===== src/rtl/if_id_fetch_buf.sv =====
// if_id_fetch_buf: DEPTH-entry FIFO carrying {pc, inst} from fetch to decode.
// Valid/ready on both sides, flush for branch redirect, occupancy count.
// Optional feature: define IF_ID_BYPASS_EN for a 0-cycle path when the buffer is
// empty. Without it, a pushed instruction is visible at id_* one cycle later.
module if_id_fetch_buf #(
  parameter int ADDR_W = 32,
  parameter int DATA_W = 32,
  parameter int DEPTH  = 2
) (
  input  logic                       clk_in,
  input  logic                       rst_n_in,
  input  logic                       flush_in,
  input  logic                       if_valid_in,
  input  logic [ADDR_W-1:0]          if_pc_in,
  input  logic [DATA_W-1:0]          if_inst_in,
  output logic                       if_ready_out,
  output logic                       id_valid_out,
  output logic [ADDR_W-1:0]          id_pc_out,
  output logic [DATA_W-1:0]          id_inst_out,
  input  logic                       id_ready_in,
  output logic [$clog2(DEPTH+1)-1:0] count_out
);

  localparam int PTR_W = $clog2(DEPTH);
  localparam int CNT_W = $clog2(DEPTH + 1);

  typedef struct packed {
    logic [ADDR_W-1:0] pc;
    logic [DATA_W-1:0] inst;
  } entry_t;

  entry_t             mem [DEPTH];
  logic [PTR_W-1:0]   rd_ptr, wr_ptr;
  logic [CNT_W-1:0]   count, cnt_nxt;

  logic   empty, full, head_vld, byp;
  logic   push, pop, wr_en, rd_en;
  entry_t in_ent, out_ent;

  assign in_ent   = '{pc: if_pc_in, inst: if_inst_in};
  assign empty    = (count == '0);
  assign full     = (count == CNT_W'(DEPTH));
  // Ready is a pure function of occupancy so decode stalls never reach fetch combinationally.
  assign if_ready_out = !full;
  assign head_vld = !empty && !flush_in;

`ifdef IF_ID_BYPASS_EN
  // Empty buffer: the incoming instruction is shown to decode in the same cycle.
  assign byp = empty && if_valid_in && !flush_in;
`else
  assign byp = 1'b0;
`endif

  assign push = if_valid_in && if_ready_out && !flush_in;
  assign pop  = id_valid_out && id_ready_in;
  // A bypassed instruction that decode takes immediately never touches storage,
  // and a bypass pop consumes the input rather than the (empty) head.
  assign wr_en = push && !(byp && id_ready_in);
  assign rd_en = pop && !byp;

  // Output mux: bypass input, stored head, or a zero bubble.
  always_comb begin
    out_ent      = '0;
    id_valid_out = 1'b0;
    if (byp) begin
      out_ent      = in_ent;
      id_valid_out = 1'b1;
    end else if (head_vld) begin
      out_ent      = mem[rd_ptr];
      id_valid_out = 1'b1;
    end
  end

  assign id_pc_out   = out_ent.pc;
  assign id_inst_out = out_ent.inst;
  assign count_out   = count;

  // Next occupancy: a simultaneous write and read cancel out.
  always_comb begin
    cnt_nxt = count;
    case ({wr_en, rd_en})
      2'b10:   cnt_nxt = count + CNT_W'(1);
      2'b01:   cnt_nxt = count - CNT_W'(1);
      default: cnt_nxt = count;
    endcase
  end

  // Storage is data-only; it needs no reset since count gates visibility.
  always_ff @(posedge clk_in) begin
    if (wr_en) mem[wr_ptr] <= in_ent;
  end

  // Pointer/count state; flush rewinds everything to the empty origin.
  always_ff @(posedge clk_in or negedge rst_n_in) begin
    if (!rst_n_in) begin
      rd_ptr <= '0;
      wr_ptr <= '0;
      count  <= '0;
    end else if (flush_in) begin
      rd_ptr <= '0;
      wr_ptr <= '0;
      count  <= '0;
    end else begin
      if (wr_en) wr_ptr <= wr_ptr + PTR_W'(1);
      if (rd_en) rd_ptr <= rd_ptr + PTR_W'(1);
      count <= cnt_nxt;
    end
  end

  // Occupancy must never exceed capacity.
  a_cnt_bound: assert property (@(posedge clk_in) disable iff (!rst_n_in)
    count <= CNT_W'(DEPTH));

endmodule


===== config.mk =====
export PLATFORM = sky130hd
export DESIGN_NAME = if_id_fetch_buf
export DESIGN_NICKNAME = d
export VERILOG_FILES = /design/src/rtl/if_id_fetch_buf.sv
export SDC_FILE = /design/constraint.sdc
export NUM_CORES = 1
export LEC_CHECK = 0
export CAP_MARGIN = 10
export CORE_ASPECT_RATIO = 0.9
export CORE_MARGIN = 1.5
export CORE_UTILIZATION = 52
export CTS_CLUSTER_DIAMETER = 100
export CTS_CLUSTER_SIZE = 16
export DETAILED_ROUTE_END_ITERATION = 12
export HOLD_SLACK_MARGIN = 0.05
export PLACE_DENSITY = 0.89
export SKIP_LAST_GASP = 1
export SYNTH_ARGS = -nofsm -noshare
export SYNTH_HDL_FRONTEND = slang
export SYNTH_SLANG_ARGS = --single-unit

===== constraint.sdc =====
create_clock -name clk_in -period 18.2 [get_ports clk_in]
set_input_delay 2.73 -clock clk_in [delete_from_list [all_inputs] [get_ports clk_in]]
set_output_delay 2.73 -clock clk_in [all_outputs]
set_load 0.02 [all_outputs]

==> qor.yml <==
status: "finished clean"
finalCriticalPeriod_ns: 7.62
grt_use_met3: 0.0458
tns_ns: 0
use_met1: 0.227
first_pass_iters: 4
antenna_cells: 0
pin_count: 137
drc: 0
drt_iter0_markers: 171
final_cell_mix: "clkdlybuf4s50_1 (136), edfxtp_1 (128), mux2i_1 (65), nor2_1 (65), clkbuf_16 (16)"
dp_hpwl_mm: 5.84
syn_area_um2: 5080
postCtsHoldBufs: 0
grt_pass1_vias: 3099
rows: 34
post_cts_buffers: 0
fp.dieW_um: 107
rsz0062_at_grt: "no"
tightest_slew_ns: 1.10
endpoint_kind: "output pin"
nets: 512
static-leakage-power_uw: 0.00234
startpoint_type: "primary input"
dieArea_um2: 10400
clock_sinks: 132
drv_slew: 0
timing.rr.start: "count_out[1]"
finalCritPeriodShare: 0.419
drive_above_1_share: 0.0965
finClkSkew_ns: 0.00783
syn2layout_area_growth_pct: 39.5
hold_start: "wr_ptr"
portBuffers: 136
coreArea_um2: 9570
cts_tree: "done"
grt_pass1_wl_mm: 15.0
overflow: 0
clk_latency_ns: 0.49
grt_use_total: 0.192
critPathArrivalTime_ns: 4.89
crit_type: "primary input to output pin"
grt_max_degree: 66
rrSetupSlack_ns: 16.21
final-hold-violation-count: 0
syn-num-nets: 366
drv_cap: 0
clk_pin_slew_ns: 0.06
ir_drop_mv: 0.0674
via_per_inst: 5.01
final_common_cell: "clkdlybuf4s50_1"
slew_headroom: 0.265
gr-usage-met2: 0.343
setup_viol: 0
reg2regPathDepth: 5
start_util: 0.531
clk_path_buf_depth: 2
cts-root-buf: "clkbuf_8"
numCtsBuffers: 17
n_fill_cell: 600
min_to: "wr_ptr"
fin_cells: 582
yosys_warnings: 0
antenna_found_initial: 0
synth.avg_cell_area_um2: 17.1
syn-instance-count: 297
busiest_layer: "met2"
post_cts_resized: 0
place_congestion: 0.736
routed_wl_mm: 9.39
whs_path_depth: 2
cts_htree_levels: 4
placed_cells: 550
synth-seq-area-share: 0.776
synth-seq-cells: 132
crit_fanout: 44
synthDistinctLibCells: 21
die_y_um: 96.8
routedWlPerCell_um: 16.1
dr_total_vias: 2916
ant_nets: 0
fmax_mhz: 131
r2r_end: "mem[1][47]"
hold_class: "flip-flop to flip-flop"
p_per_area_nw_per_um2: 103
critPathRequiredTime_ns: 15.47
## layer usage
layer	share of wire	routed length (µm)	up-vias
li1	-	-	1401
met1	0.41	3880	1411
met2	0.53	4990	94
met3	0.046	436	10
met4	0.0088	83	0
met5	0	0	-
## cell usage after synthesis, drive strengths merged
cell type,count,area (µm²)
nor2,65,244
o211ai,1,7.51
nand3b,1,7.51
nand2,1,3.75
or3,1,6.26
nor3b,2,15.0
inv,3,11.3
a21oi,4,20.0
or2,1,6.26
edfxtp,128,3840
dfrtp,4,100
buf,14,119
nor2b,1,8.76
nor3,1,5.00
o21ai,2,10.0
mux2i,65,651
xor2,1,8.76
o21bai,1,7.51
a21o,1,7.51
## report_power, final
part | internal, µW | switching [µW] | total (µW)
clock network | 181 | 126 | 307
logic | 38.0 | 31.4 | 69.4
registers | 346 | 9.72 | 356
total | 565 | 167 | 732
## cell families after synthesis
logic type	after synthesis	share of synthesized area
mux	65	0.128
simple gates	73	0.0583
xor+xnor	1	0.00172
compound gates	9	0.0103
flops	132	0.776
buf+inv	17	0.0256
## worst max-delay path by stage
stage,startpoint,endpoint,slack [ns]
6_report,flush_in,id_inst_out[29],10.58
4_1_cts,flush_in,id_inst_out[29],10.56
3_3_place_gp,flush_in,id_pc_out[6],10.61
5_1_grt,flush_in,id_pc_out[1],10.41
2_1_floorplan,if_valid_in,mem[1][0],10.15
3_5_place_dp,flush_in,id_inst_out[29],10.55
## flip-flops by register name, summed over array words and instances (netlist names)
signal     flops
mem          128
count_out      2
rd_ptr         1
wr_ptr         1
## stage by stage
stage	worst slack, ns	utilization	hold slack (ns)	power [µW]	instance area [µm²]
after CTS	10.56	0.741	0.610	739	7090
after detailed placement	10.55	0.684	0.600	432	6550
after global routing	10.41	0.741	0.645	757	7090
after floorplan	10.15	-	0.529	397	5080
after global placement	10.61	0.684	0.571	430	6550
final	10.58	0.741	0.620	732	7090
## area by class of cell
class	count	area, µm²	share of cell area
Multi-Input combinational cell	148	1030	0.145
Inverter	3	11.3	0.00159
Timing Repair Buffer	141	1400	0.197
Clock buffer	17	414	0.0584
Sequential cell	132	3950	0.557
Tap cell	126	158	0.0222
Clock inverter	15	129	0.0182
## worst max-delay path, cell delays in order
cell and delay (ns):
clkdlybuf4s50_1 0.64, o21bai_4 0.33, buf_4 0.48, nor2_1 0.12, clkdlybuf4s50_1 0.56
Note: power is estimated with default switching activity, not from simulation.
